## src/rtl/tdm_pwm_pkg.sv

```systemverilog
// Shared defaults and types for the TDM PWM update scheduler.
package tdm_pwm_pkg;

  localparam int DEF_N_CH   = 16;
  localparam int DEF_IDX_W  = 4;
  localparam int DEF_DATA_W = 64;

  // Owner of the round-robin pointer when both requesters collide.
  typedef enum logic {
    REQ_HOST = 1'b0,
    REQ_SEQ  = 1'b1
  } req_sel_e;

endpackage

```

## src/rtl/rr_arb2.sv

```systemverilog
// Two-way round-robin arbiter: a lone requester always wins; on a collision the
// pointer owner wins and ownership passes to the other side.
module rr_arb2
  import tdm_pwm_pkg::*;
(
  input  logic clk,
  input  logic rst,
  input  logic h_valid,
  input  logic s_valid,
  output logic h_grant,
  output logic s_grant
);

  req_sel_e ptr;

  // NOTE: every output of a combinational block gets a default first, so no
  // path through the block can leave a value unassigned and infer a latch.
  always_comb begin
    h_grant = 1'b0;
    s_grant = 1'b0;
    if (h_valid && s_valid) begin
      h_grant = (ptr == REQ_HOST);
      s_grant = (ptr == REQ_SEQ);
    end else begin
      h_grant = h_valid;
      s_grant = s_valid;
    end
  end

  // NOTE: sequential state uses non-blocking assignments only, so every flop
  // samples pre-edge values regardless of block evaluation order.
  always_ff @(posedge clk) begin
    if (rst) begin
      ptr <= REQ_HOST;
    end else if (h_valid && s_valid) begin
      ptr <= (ptr == REQ_HOST) ? REQ_SEQ : REQ_HOST;
    end
  end

endmodule

```

## src/rtl/tdm_pwm_update_sched.sv

```systemverilog
// Coalescing per-channel update scheduler that hands pending duty targets to the
// TDM PWM engine on the exact slot where the engine services each channel.
module tdm_pwm_update_sched
  import tdm_pwm_pkg::*;
#(
  parameter int N_CH   = DEF_N_CH,
  parameter int IDX_W  = DEF_IDX_W,
  parameter int DATA_W = DEF_DATA_W
) (
  input  logic              clk,
  input  logic              rst,
  input  logic              en,
  input  logic              h_valid,
  input  logic [IDX_W-1:0]  h_idx,
  input  logic [DATA_W-1:0] h_data,
  output logic              h_ready,
  input  logic              s_valid,
  input  logic [IDX_W-1:0]  s_idx,
  input  logic [DATA_W-1:0] s_data,
  output logic              s_ready,
  output logic [IDX_W-1:0]  upd_idx,
  output logic              upd_en,
  output logic [DATA_W-1:0] upd_data,
  output logic [N_CH-1:0]   pend_mask,
  output logic              commit_valid,
  output logic [IDX_W-1:0]  commit_idx
);

  logic [IDX_W-1:0]  slot_idx;
  logic [N_CH-1:0]   pend;
  logic [N_CH-1:0]   pend_next;
  logic [DATA_W-1:0] tgt_table [N_CH];

  logic              wr_en;
  logic [IDX_W-1:0]  wr_idx;
  logic [DATA_W-1:0] wr_data;

  rr_arb2 u_arb (
    .clk     (clk),
    .rst     (rst),
    .h_valid (h_valid),
    .s_valid (s_valid),
    .h_grant (h_ready),
    .s_grant (s_ready)
  );

  assign wr_en   = h_ready | s_ready;
  assign wr_idx  = h_ready ? h_idx  : s_idx;
  assign wr_data = h_ready ? h_data : s_data;

  assign upd_idx   = slot_idx;
  assign upd_en    = en & pend[slot_idx];
  assign upd_data  = tgt_table[slot_idx];
  assign pend_mask = pend;

  // Commit clears first, then a same-cycle write re-arms the bit: the engine
  // takes the old target now and the new one a full scan later.
  always_comb begin
    pend_next = pend;
    if (upd_en) pend_next[slot_idx] = 1'b0;
    if (wr_en)  pend_next[wr_idx]   = 1'b1;
  end

  // NOTE: the target table is deliberately left without reset; it is only read
  // behind a pending bit, and keeping reset off lets it map to plain storage.
  always_ff @(posedge clk) begin
    if (wr_en) tgt_table[wr_idx] <= wr_data;
  end

  always_ff @(posedge clk) begin
    if (rst) begin
      slot_idx     <= '0;
      pend         <= '0;
      commit_valid <= 1'b0;
      commit_idx   <= '0;
    end else begin
      if (en) slot_idx <= slot_idx + 1'b1;
      pend         <= pend_next;
      commit_valid <= upd_en;
      if (upd_en) commit_idx <= slot_idx;
    end
  end

endmodule

```

## config.mk

```make
export PLATFORM = sky130hd
export DESIGN_NAME = tdm_pwm_update_sched
export DESIGN_NICKNAME = d
export VERILOG_FILES = /design/src/rtl/tdm_pwm_pkg.sv /design/src/rtl/rr_arb2.sv /design/src/rtl/tdm_pwm_update_sched.sv
export SDC_FILE = /design/constraint.sdc
export NUM_CORES = 1
export LEC_CHECK = 0
export CAP_MARGIN = 20
export CELL_PAD_IN_SITES_DETAIL_PLACEMENT = 1
export CELL_PAD_IN_SITES_GLOBAL_PLACEMENT = 1
export CORE_MARGIN = 5
export CORE_UTILIZATION = 25
export DETAILED_ROUTE_END_ITERATION = 10
export HOLD_SLACK_MARGIN = 0.1
export PLACE_DENSITY = 0.45
export SLEW_MARGIN = 20
export SYNTH_ARGS = -nofsm -noshare
export SYNTH_HDL_FRONTEND = slang
export SYNTH_SLANG_ARGS = --single-unit
```

## constraint.sdc

```tcl
create_clock -name clk -period 5.78 [get_ports clk]
set_input_delay 1.156 -clock clk [delete_from_list [all_inputs] [get_ports clk]]
set_output_delay 1.156 -clock clk [all_outputs]
set_load 0.01 [all_outputs]
```

Word-level counts from Yosys, hierarchy flattened
Memories as Yosys holds them, arrays and structs flattened. A register that Yosys moved wholly into a read port is not among the register bits.
Index checks and enable logic that the tools add are counted.
W data, S select, Z words.
{ "word_totals": {"word_cells": 37, "input_bits": 141, "regBits": 26, "n_memories": 1, "ramBits": 1024, "output_inout_bits": 92} }
{ "classes": {"magnitude_cmp": 4, "n_reduce_logical": 3, "mux": 17, "bitwise": 6, "addsub": 1} }
{ "memory_table": {"columns": ["name", "words", "width", "read_ports", "rd_clocked_by_memory_dff", "write_ports", "line_no", "rtl"], "rows": [
  ["tgt_table", 16, 64, 1, 1, 1, "tdm_pwm_update_sched.sv:32", "logic [DATA_W-1:0] tgt_table [N_CH];"]
]} }
{ "op_table": {"columns": ["operator", "n"], "rows": [
  ["$mux W64", 1],
  ["$mux W16", 2],
  ["$and A16 B16 Y16", 1],
  ["$not A16 Y16", 1],
  ["$or A16 B16 Y16", 1],
  ["$mux W4", 3],
  ["$lt A4 B5 Y1 const B", 2],
  ["$demux W1 S4", 2],
  ["$ge A4 B1 Y1 const B", 2],
  ["$mux W1", 8],
  ["$add A4 B1 Y4 const B", 1],
  ["$bmux W1 S4", 1],
  ["$logic_and A1 B1 Y1", 3],
  ["$and A1 B1 Y1", 1],
  ["$not A1 Y1", 1],
  ["$or A1 B1 Y1", 1]
]} }

Longest topological paths before layout
Gate-level depths: netlist of run 1.
{ "depth": {"depth_word": 9, "ltp_mapped": 7, "ltp_nobuf": 5} }

Modules after synthesis
Synthesis of run 1 repeated with hierarchy kept, for this count alone.
{ "hier_totals": {"cells_unflattened": 1678, "hier_area_um2": 41016.8} }
{ "modules_own_cells": {"columns": ["mod", "area_each_um2", "instances", "cells_each", "seq_area_each_um2"], "rows": [
  ["tdm_pwm_update_sched", 40951.8, 1, 1671, 31330.0],
  ["rr_arb2", 65.1, 1, 7, 20.0]
]} }

Worst setup path before layout of run 1
OpenSTA, ideal clock, no wires.
{ "synth_path": {"path_type": "in2reg", "startpoint": "input h_valid", "endpoint": "memory tgt_table[11][0] (netlist name), enable pin", "setup_slack_ns": 1.997, "arrival_ns": 3.365, "setup_ns": 0.418, "t_required_ns": 5.362, "n_path_buf": 1, "cell_stages": 5, "path_cell_list": "a21boi_0 clkbuf_1 mux2i_1 nand3_1 inv_1"} }
{ "synth_via": {"elab_chain_cells": 5, "word_cells_on_any_way": 7, "classes_between": "mux (5); bitwise (1); reduce/logical (1)"} }
{ "synth_rtl": {"columns": ["item", "line_no", "rtl"], "rows": [
  ["start: declaration", "tdm_pwm_update_sched.sv:13", "input logic h_valid,"],
  ["$logic_and A1 B1 Y1", "rr_arb2.sv:21", "if (h_valid && s_valid) begin"],
  ["$mux W1", "rr_arb2.sv:21", null],
  ["$or A1 B1 Y1", "tdm_pwm_update_sched.sv:47", "assign wr_en = h_ready | s_ready;"],
  ["$mux W1", "tdm_pwm_update_sched.sv:67", "if (wr_en) tgt_table[wr_idx] <= wr_data;"],
  ["$mux W1 (not written as such)", "tdm_pwm_update_sched.sv:67", null],
  ["end: declaration", "tdm_pwm_update_sched.sv:32", null]
]} }
Several ways; a longest one is shown, not always the timed one.

==> load_flow_metrics.sql, run 1 <==
INSERT INTO impl_metrics (metric_group, metric, value, unit) VALUES
('routing', 'route.detailed.drc', '0', ''),
('logic_synthesis', 'yosys.area_share.adder', '0.123', '%'),
('clock_tree', 'cts_inserted_buffers', '113', ''),
('global_routing', 'grt_pass1_vias', '21200', ''),
('routing', 'drt.antenna.violating_nets', '0', ''),
('logic_synthesis', 'synth.yosys.warnings', '0', ''),
('worst_setup_path', 'startpoint_type', 'flip-flop', ''),
('worst_setup_path', 'endpoint_kind', 'output pin', ''),
('logic_synthesis', 'synth-compound-area-share', '0.530', '%'),
('layout', 'fillerInstances', '16200', ''),
('global_routing', 'largest_net_degree_at_the_start_of_global_routing', '46', ''),
('clock_tree', 'insertion_delay', '0.76', 'ns'),
('routing', 'routed_wire_length_per_instance', '26.4', 'um'),
('global_routing', 'grt_usage', '12.9', '%'),
('clock_tree', 'cts_post_setup_buffers_inserted', '0', ''),
('outcome', 'run_status', 'completed', ''),
('sta', 'grt_setup_unrepaired', 'false', ''),
('global_routing', 'antenna_violations_before_repair', '3', ''),
('power_and_ir_drop', 'combPwrFrac', '8.5', '%'),
('clock_tree', 'cts.path.max_buffers', '3', ''),
('placement', 'placed_cells', '4061', ''),
('worst_setup_path', 'rrSetupSlack', '2.88', 'ns'),
('sta', 'post-route-period-util', '85.2', '%'),
('layout', 'multi_input_area', '0.00885', 'mm^2'),
('global_routing', 'globalRouteOverflowTotal', '0', ''),
('worst_setup_path', 'required', '4.62', 'ns'),
('floorplanning', 'placementRows', '148', ''),
('worst_setup_path', 'critPathMaxFanout', '45', ''),
('floorplanning', 'boundaryPins', '233', ''),
('clock_tree', 'hold_buffers', '0', ''),
('power_and_ir_drop', 'leakagePower', '15.1', 'nW'),
('logic_synthesis', 'number_of_cells_produced_by_synthesis', '1676', ''),
('power_and_ir_drop', 'p_clk_share', '41.9', '%'),
('logic_synthesis', 'synth-simple-area-share', '0.760', '%'),
('clock_tree', 'cts_tree', 'built', ''),
('sta', 'slew_violations', '0', ''),
('logic_synthesis', 'async_reset_ff_share', '0', '%'),
('sta', 'fmax', '203', 'MHz'),
('logic_synthesis', 'ys_seq_area_share', '76.8', '%'),
('worst_setup_path', 'worst_setup_path_category', 'flip-flop to output pin', ''),
('power_and_ir_drop', 'share_seq_of_total_power', '49.5', '%'),
('routing', 'drt_first_iter_violations', '1182', ''),
('clock_tree', 'clock_transition_at_path_regs', '0.07', 'ns'),
('layout', 'final_core_utilization', '30.8', '%'),
('logic_synthesis', 'yosys-mux-area-fraction', '20.2', '%'),
('logic_synthesis', 'postSynth.topFlopCell', 'sky130_fd_sc_hd__edfxtp_1', ''),
('floorplanning', 'coreArea', '0.163', 'mm^2'),
('logic_synthesis', 'synth-edff-count', '1024', ''),
('routing', 'detailedRoute.firstPassIterationCount', '4', ''),
('worst_setup_path', 'crit_end', 'upd_data[43]', ''),
('sta', 'fin_tns_setup', '0', 'ns'),
('sta', 'final.setup.worst_slack', '0.854', 'ns'),
('sta', 'endpoints_failing_setup', '0', ''),
('placement', 'port_buffers', '232', ''),
('global_routing', 'grt_first_pass_wirelength', '161', 'mm'),
('logic_synthesis', 'synth_top_family_by_area', 'multiplexers', ''),
('min_path', 'hp-class', 'flip-flop to flip-flop', ''),
('job', 'drv_cap', '0', ''),
('layout', 'final_layout_size_suffix_gt1_share', '30.9', '%'),
('worst_setup_path', 'worstPathArrival', '3.77', 'ns'),
('sta', 'max_slew_margin', '34.9', '%'),
('floorplanning', 'die_h', '414', 'um'),
('power_and_ir_drop', 'worst_vdd_rail_ir_drop', '266', 'uV'),
('sta', 'fin_skew', '0.0775', 'ns'),
('routing', 'vias_per_cell', '4.40', ''),
('floorplanning', 'initial_core_util', '25.1', '%'),
('routing', 'drt_wl_total', '113', 'mm'),
('logic_synthesis', 'yosys_register_bits', '1054', ''),
('clock_tree', 'cts.root.buffer_cell', 'sky130_fd_sc_hd__clkbuf_16', ''),
('logic_synthesis', 'avgSynthCellArea', '24.4', 'um^2'),
('worst_setup_path', 'worstRegToRegCells', '5', '');
registers in the layout, summed over array words and instances, names as in the netlist, named ones only:
register      flops
commit_idx        4
commit_valid      1
pend_mask        16
tgt_table      1024
u_arb.ptr         1
upd_idx           4
per-stage QoR:
step                instance area, um^2  hold slack [ns]  power [mW]
finish                            50000            0.490        17.7
global route                      50000            0.540        18.4
CTS                               50000            0.493        18.0
detailed placement                46200            0.481        10.5
global placement                  46200            0.491        10.5
floorplan                         40800            0.487        9.78
metal layers:
layer	vias up	track usage (%)	wire (um)	part of all wire, %
met5	-	0	0	0
met4	0	3.24	2180	1.9
met3	139	2.07	3860	3.4
met2	409	22.6	57900	51
met1	10400	16.9	49000	43
li1	7882	-	-	-
cells in the mapped netlist, types with 13 or more instances:
cell type                  number  share of area (%)
sky130_fd_sc_hd__edfxtp_1    1024                 75
sky130_fd_sc_hd__nor2_1        14               0.13
sky130_fd_sc_hd__clkbuf_1      32               0.29
sky130_fd_sc_hd__inv_1         19               0.17
sky130_fd_sc_hd__a21oi_1       17               0.21
sky130_fd_sc_hd__nand2b_1      14               0.21
sky130_fd_sc_hd__nand3_1       18               0.22
sky130_fd_sc_hd__mux2_2        67                1.8
sky130_fd_sc_hd__mux2i_1       13               0.32
sky130_fd_sc_hd__buf_6         26               0.72
sky130_fd_sc_hd__mux4_2       326                 18
sky130_fd_sc_hd__buf_1         16               0.15
sky130_fd_sc_hd__dfxtp_1       30                1.5
sky130_fd_sc_hd__o21ai_0       17               0.21
cell families (layout without fill, tap and decap cells):
logic type	after synthesis	count (layout)
adders and majority gates	4	4
other	0	2
DFF	1054	1054
xor gates and xnor gates	4	4
AOI/OAI and AO/OA	39	39
and+or+nand+nor	62	62
buffers and inverters	107	529
muxes	406	406
power groups by stage:
stage	logic, mW	clock network [mW]	registers [mW]
floorplan	0.909	0	8.87
global placement	1.56	0	8.92
detailed placement	1.58	0	8.93
CTS	1.58	7.65	8.77
global route	1.63	7.99	8.78
finish	1.51	7.42	8.76
cell type report:
class | count | area share, %
Sequential cell | 1054 | 62.7
Clock inverter | 76 | 1.85
Timing Repair Buffer | 298 | 6.25
Multi-Input combinational cell | 515 | 17.7
Inverter | 19 | 0.263
Clock buffer | 136 | 5.82
Antenna cell | 2 | 0.0100
Tap cell | 2175 | 5.44
worst min path at each step:
stage,endpoint,startpoint,slack [ns],depth (start not counted)
final,commit_idx[0],commit_idx[0],0.49,2
after global routing,commit_idx[0],commit_idx[0],0.54,2
after CTS,commit_idx[0],commit_idx[0],0.49,2
after detailed placement,commit_idx[0],commit_idx[0],0.48,2
after global placement,commit_idx[2],commit_idx[2],0.49,2
after floorplan,u_arb.ptr,u_arb.ptr,0.49,2
critical path, cell delays in order, from the launching register on:
cell and delay, ns:
sky130_fd_sc_hd__dfxtp_4 0.86, sky130_fd_sc_hd__buf_12 0.41, sky130_fd_sc_hd__mux4_2 0.57, sky130_fd_sc_hd__mux4_2 0.55
sky130_fd_sc_hd__clkdlybuf4s50_1 0.52
No activity file was read; power rests on OpenSTA's default activity.
==> inputs of run 2 (changes only) <==
--- a/config.mk
+++ b/config.mk
@@ -10,8 +10,8 @@
 export CELL_PAD_IN_SITES_GLOBAL_PLACEMENT = 1
 export CORE_MARGIN = 5
 export CORE_UTILIZATION = 25
+export CTS_CLUSTER_SIZE = 10
 export DETAILED_ROUTE_END_ITERATION = 10
-export HOLD_SLACK_MARGIN = 0.1
 export PLACE_DENSITY = 0.45
 export SLEW_MARGIN = 20
 export SYNTH_ARGS = -nofsm -noshare
==> run 2 against run 1 <==
Compared with the run above:
- utilization is 0.31 points lower
- first-iteration DRC count grew 13%
- sequential share of layout area grew 0.63 points
- worst setup slack better by 0.039 ns
- hold slack got worse by 0.0015 ns
- final cell count is 0.98% lower
- clock skew fell by 0.025 ns
- critical path type unchanged
- largest cell class unchanged
==> load_flow_metrics.sql, run 2 (synthesis results as in run 1) <==
INSERT INTO impl_metrics (metric_group, metric, value, unit) VALUES
('global_routing', 'grt_first_pass_wirelength', '161', 'mm'),
('sta', 'max_slew_margin', '35.5', '%'),
('worst_setup_path', 'rrSetupSlack', '2.86', 'ns'),
('clock_tree', 'cts.path.max_buffers', '3', ''),
('layout', 'largest_register_ffs', '1024', ''),
('global_routing', 'largest_net_degree_at_the_start_of_global_routing', '46', ''),
('clock_tree', 'hold_buffers', '0', ''),
('power_and_ir_drop', 'worst_vdd_rail_ir_drop', '241', 'uV'),
('layout', 'fillerInstances', '16200', ''),
('placement', 'dp.final_hpwl', '67.1', 'mm'),
('sta', 'fin_skew', '0.0521', 'ns'),
('sta', 'fmax', '205', 'MHz'),
('layout', 'final_core_utilization', '30.5', '%'),
('outcome', 'run_status', 'completed', ''),
('job', 'drv_cap', '0', ''),
('clock_tree', 'cts_post_setup_buffers_inserted', '0', ''),
('placement', 'gp_routability_congestion', '0.688', ''),
('worst_setup_path', 'max_stage_delay', '0.85', 'ns'),
('layout', 'most-common-layout-cells', 'sky130_fd_sc_hd__edfxtp_1 (1024), sky130_fd_sc_hd__mux4_2 (326), sky130_fd_sc_hd__clkdlybuf4s50_1 (231)', ''),
('clock_tree', 'insertion_delay', '0.73', 'ns'),
('layout', 'area_delta_synth_final', '21.4', '%'),
('routing', 'drt_first_iter_violations', '1340', ''),
('sta', 'slew_violations', '0', ''),
('worst_setup_path', 'endpoint_kind', 'output pin', ''),
('layout', 'largest_register_by_flop_count', 'tgt_table', ''),
('sta', 'period_minus_slack', '4.89', 'ns'),
('clock_tree', 'clock-sinks', '1054', ''),
('global_routing', 'grt_usage', '13.0', '%'),
('worst_setup_path', 'timing.critical_path.cells', 'buf_12, mux4_2, mux4_2, clkdlybuf4s50_1', ''),
('layout', 'final_layout_size_suffix_gt1_share', '30.0', '%'),
('routing', 'drt.antenna.violating_nets', '0', ''),
('worst_setup_path', 'crit_slowest_cell', 'sky130_fd_sc_hd__dfxtp_4', ''),
('worst_setup_path', 'worstPathArrival', '3.73', 'ns'),
('sta', 'finalHoldViolCount', '0', ''),
('clock_tree', 'cts.root.buffer_cell', 'sky130_fd_sc_hd__clkbuf_16', ''),
('floorplanning', 'boundaryPins', '233', ''),
('floorplanning', 'placementRows', '148', ''),
('layout', 'layout.nets', '2153', ''),
('worst_setup_path', 'required', '4.62', 'ns'),
('sta', 'timing_worst_slew_pin_value', '0.968', 'ns'),
('global_routing', 'grt_pass1_vias', '21300', ''),
('power_and_ir_drop', 'power.density', '343', 'mW/mm^2'),
('routing', 'detailroute.via_count', '18800', ''),
('floorplanning', 'initial_core_util', '25.1', '%'),
('worst_setup_path', 'kind_of_cell_adding_the_most_delay_to_the_critical_path', 'multiplexers', ''),
('routing', 'drt_wl_total', '113', 'mm'),
('floorplanning', 'die_x', '414', 'um'),
('sta', 'fin_tns_setup', '0', 'ns'),
('worst_setup_path', 'cpMostUsedCell', 'sky130_fd_sc_hd__mux4_2', ''),
('floorplanning', 'die_h', '414', 'um'),
('worst_setup_path', 'critPathMaxFanout', '45', ''),
('clock_tree', 'cts-htree-levels', '3', ''),
('global_routing', 'globalRouteOverflowTotal', '0', ''),
('clock_tree', 'cts_tree', 'built', ''),
('worst_setup_path', 'worst-path-buf-inv', '2', ''),
('global_routing', 'antenna_violations_before_repair', '2', ''),
('routing', 'vias_per_cell', '4.43', ''),
('routing', 'route.detailed.drc', '0', ''),
('sta', 'endpoints_failing_setup', '0', ''),
('worst_setup_path', 'worst_setup_path_category', 'flip-flop to output pin', ''),
('clock_tree', 'cts_inserted_buffers', '120', ''),
('floorplanning', 'die_area', '0.171', 'mm^2'),
('layout', 'final_common_cell', 'sky130_fd_sc_hd__edfxtp_1', ''),
('worst_setup_path', 'startpoint_type', 'flip-flop', ''),
('power_and_ir_drop', 'leakagePower', '14.8', 'nW'),
('routing', 'routed_wire_length_per_instance', '26.7', 'um'),
('clock_tree', 'cts-resized-gates', '0', ''),
('min_path', 'hp-class', 'flip-flop to flip-flop', ''),
('floorplanning', 'coreArea', '0.163', 'mm^2'),
('sta', 'post-route-period-util', '84.5', '%'),
('placement', 'port_buffers', '232', ''),
('routing', 'detailedRoute.firstPassIterationCount', '6', ''),
('clock_tree', 'clock_transition_at_path_regs', '0.06', 'ns'),
('sta', 'grt_setup_unrepaired', 'false', '');
-- run 2: cell types whose count changed in the layout (fill, tap and decap cells not counted), moves of 3 or more --
cell / previous run / this run
sky130_fd_sc_hd__clkinv_2: 21 / 2
sky130_fd_sc_hd__bufinv_16: 15 / 0
sky130_fd_sc_hd__clkinv_1: 23 / 5
sky130_fd_sc_hd__clkinv_16: 6 / 3
sky130_fd_sc_hd__clkbuf_1: 23 / 32
sky130_fd_sc_hd__clkbuf_16: 113 / 121
-- run 2: layer usage --
metal	track usage (%)	routed length, um	vias to the layer above
li1	-	-	7846
met1	16.9	49000	10400
met2	22.7	58100	402
met3	2.07	3960	148
met4	3.33	2190	0
met5	0	0	-
-- run 2: final timing paths --
check	to	start	cells past startpoint
min	commit_idx[0]	commit_idx[0]	2
min reg2reg	commit_idx[0]	commit_idx[0]	2
max	upd_data[46]	flip-flop	4
max reg2reg	tgt_table[5][54]	u_arb.ptr	5
-- run 2: final cells by class --
type / instances / area (um^2) / share of cell area [%]
clock buffers: 155 / 3180 / 6.41
flip-flops and latches: 1054 / 31400 / 63.3
well taps: 2175 / 2720 / 5.49
diodes: 2 / 5.00 / 0.0101
inverters: 19 / 131 / 0.265
multi-input cells: 515 / 8850 / 17.9
repair buffers: 298 / 3130 / 6.31
clock inverters: 15 / 160 / 0.323
-- run 2: report_power, final --
part           switching, mW  total, mW  internal [mW]
clock network           2.93       6.72           3.79
logic                  0.809       1.51          0.703
registers             0.0913       8.77           8.68
-- run 2: worst min-delay path: stages (launching register included) --
cell	delay, ns
sky130_fd_sc_hd__dfxtp_1	0.31
sky130_fd_sc_hd__nand2b_1	0.07
sky130_fd_sc_hd__mux2i_1	0.06
-- run 2: per-stage QoR --
stage	setup slack (ns)	instance area (um^2)	total power [mW]	hold WS, ns	instances
global route	0.670	49500	17.7	0.538	4231
CTS	0.679	49500	17.3	0.492	4231
detailed placement	1.33	46200	10.5	0.481	4061
floorplan	2.00	40800	9.78	0.487	1676
finish	0.894	49500	17.0	0.489	4233
global placement	1.37	46200	10.5	0.491	4061
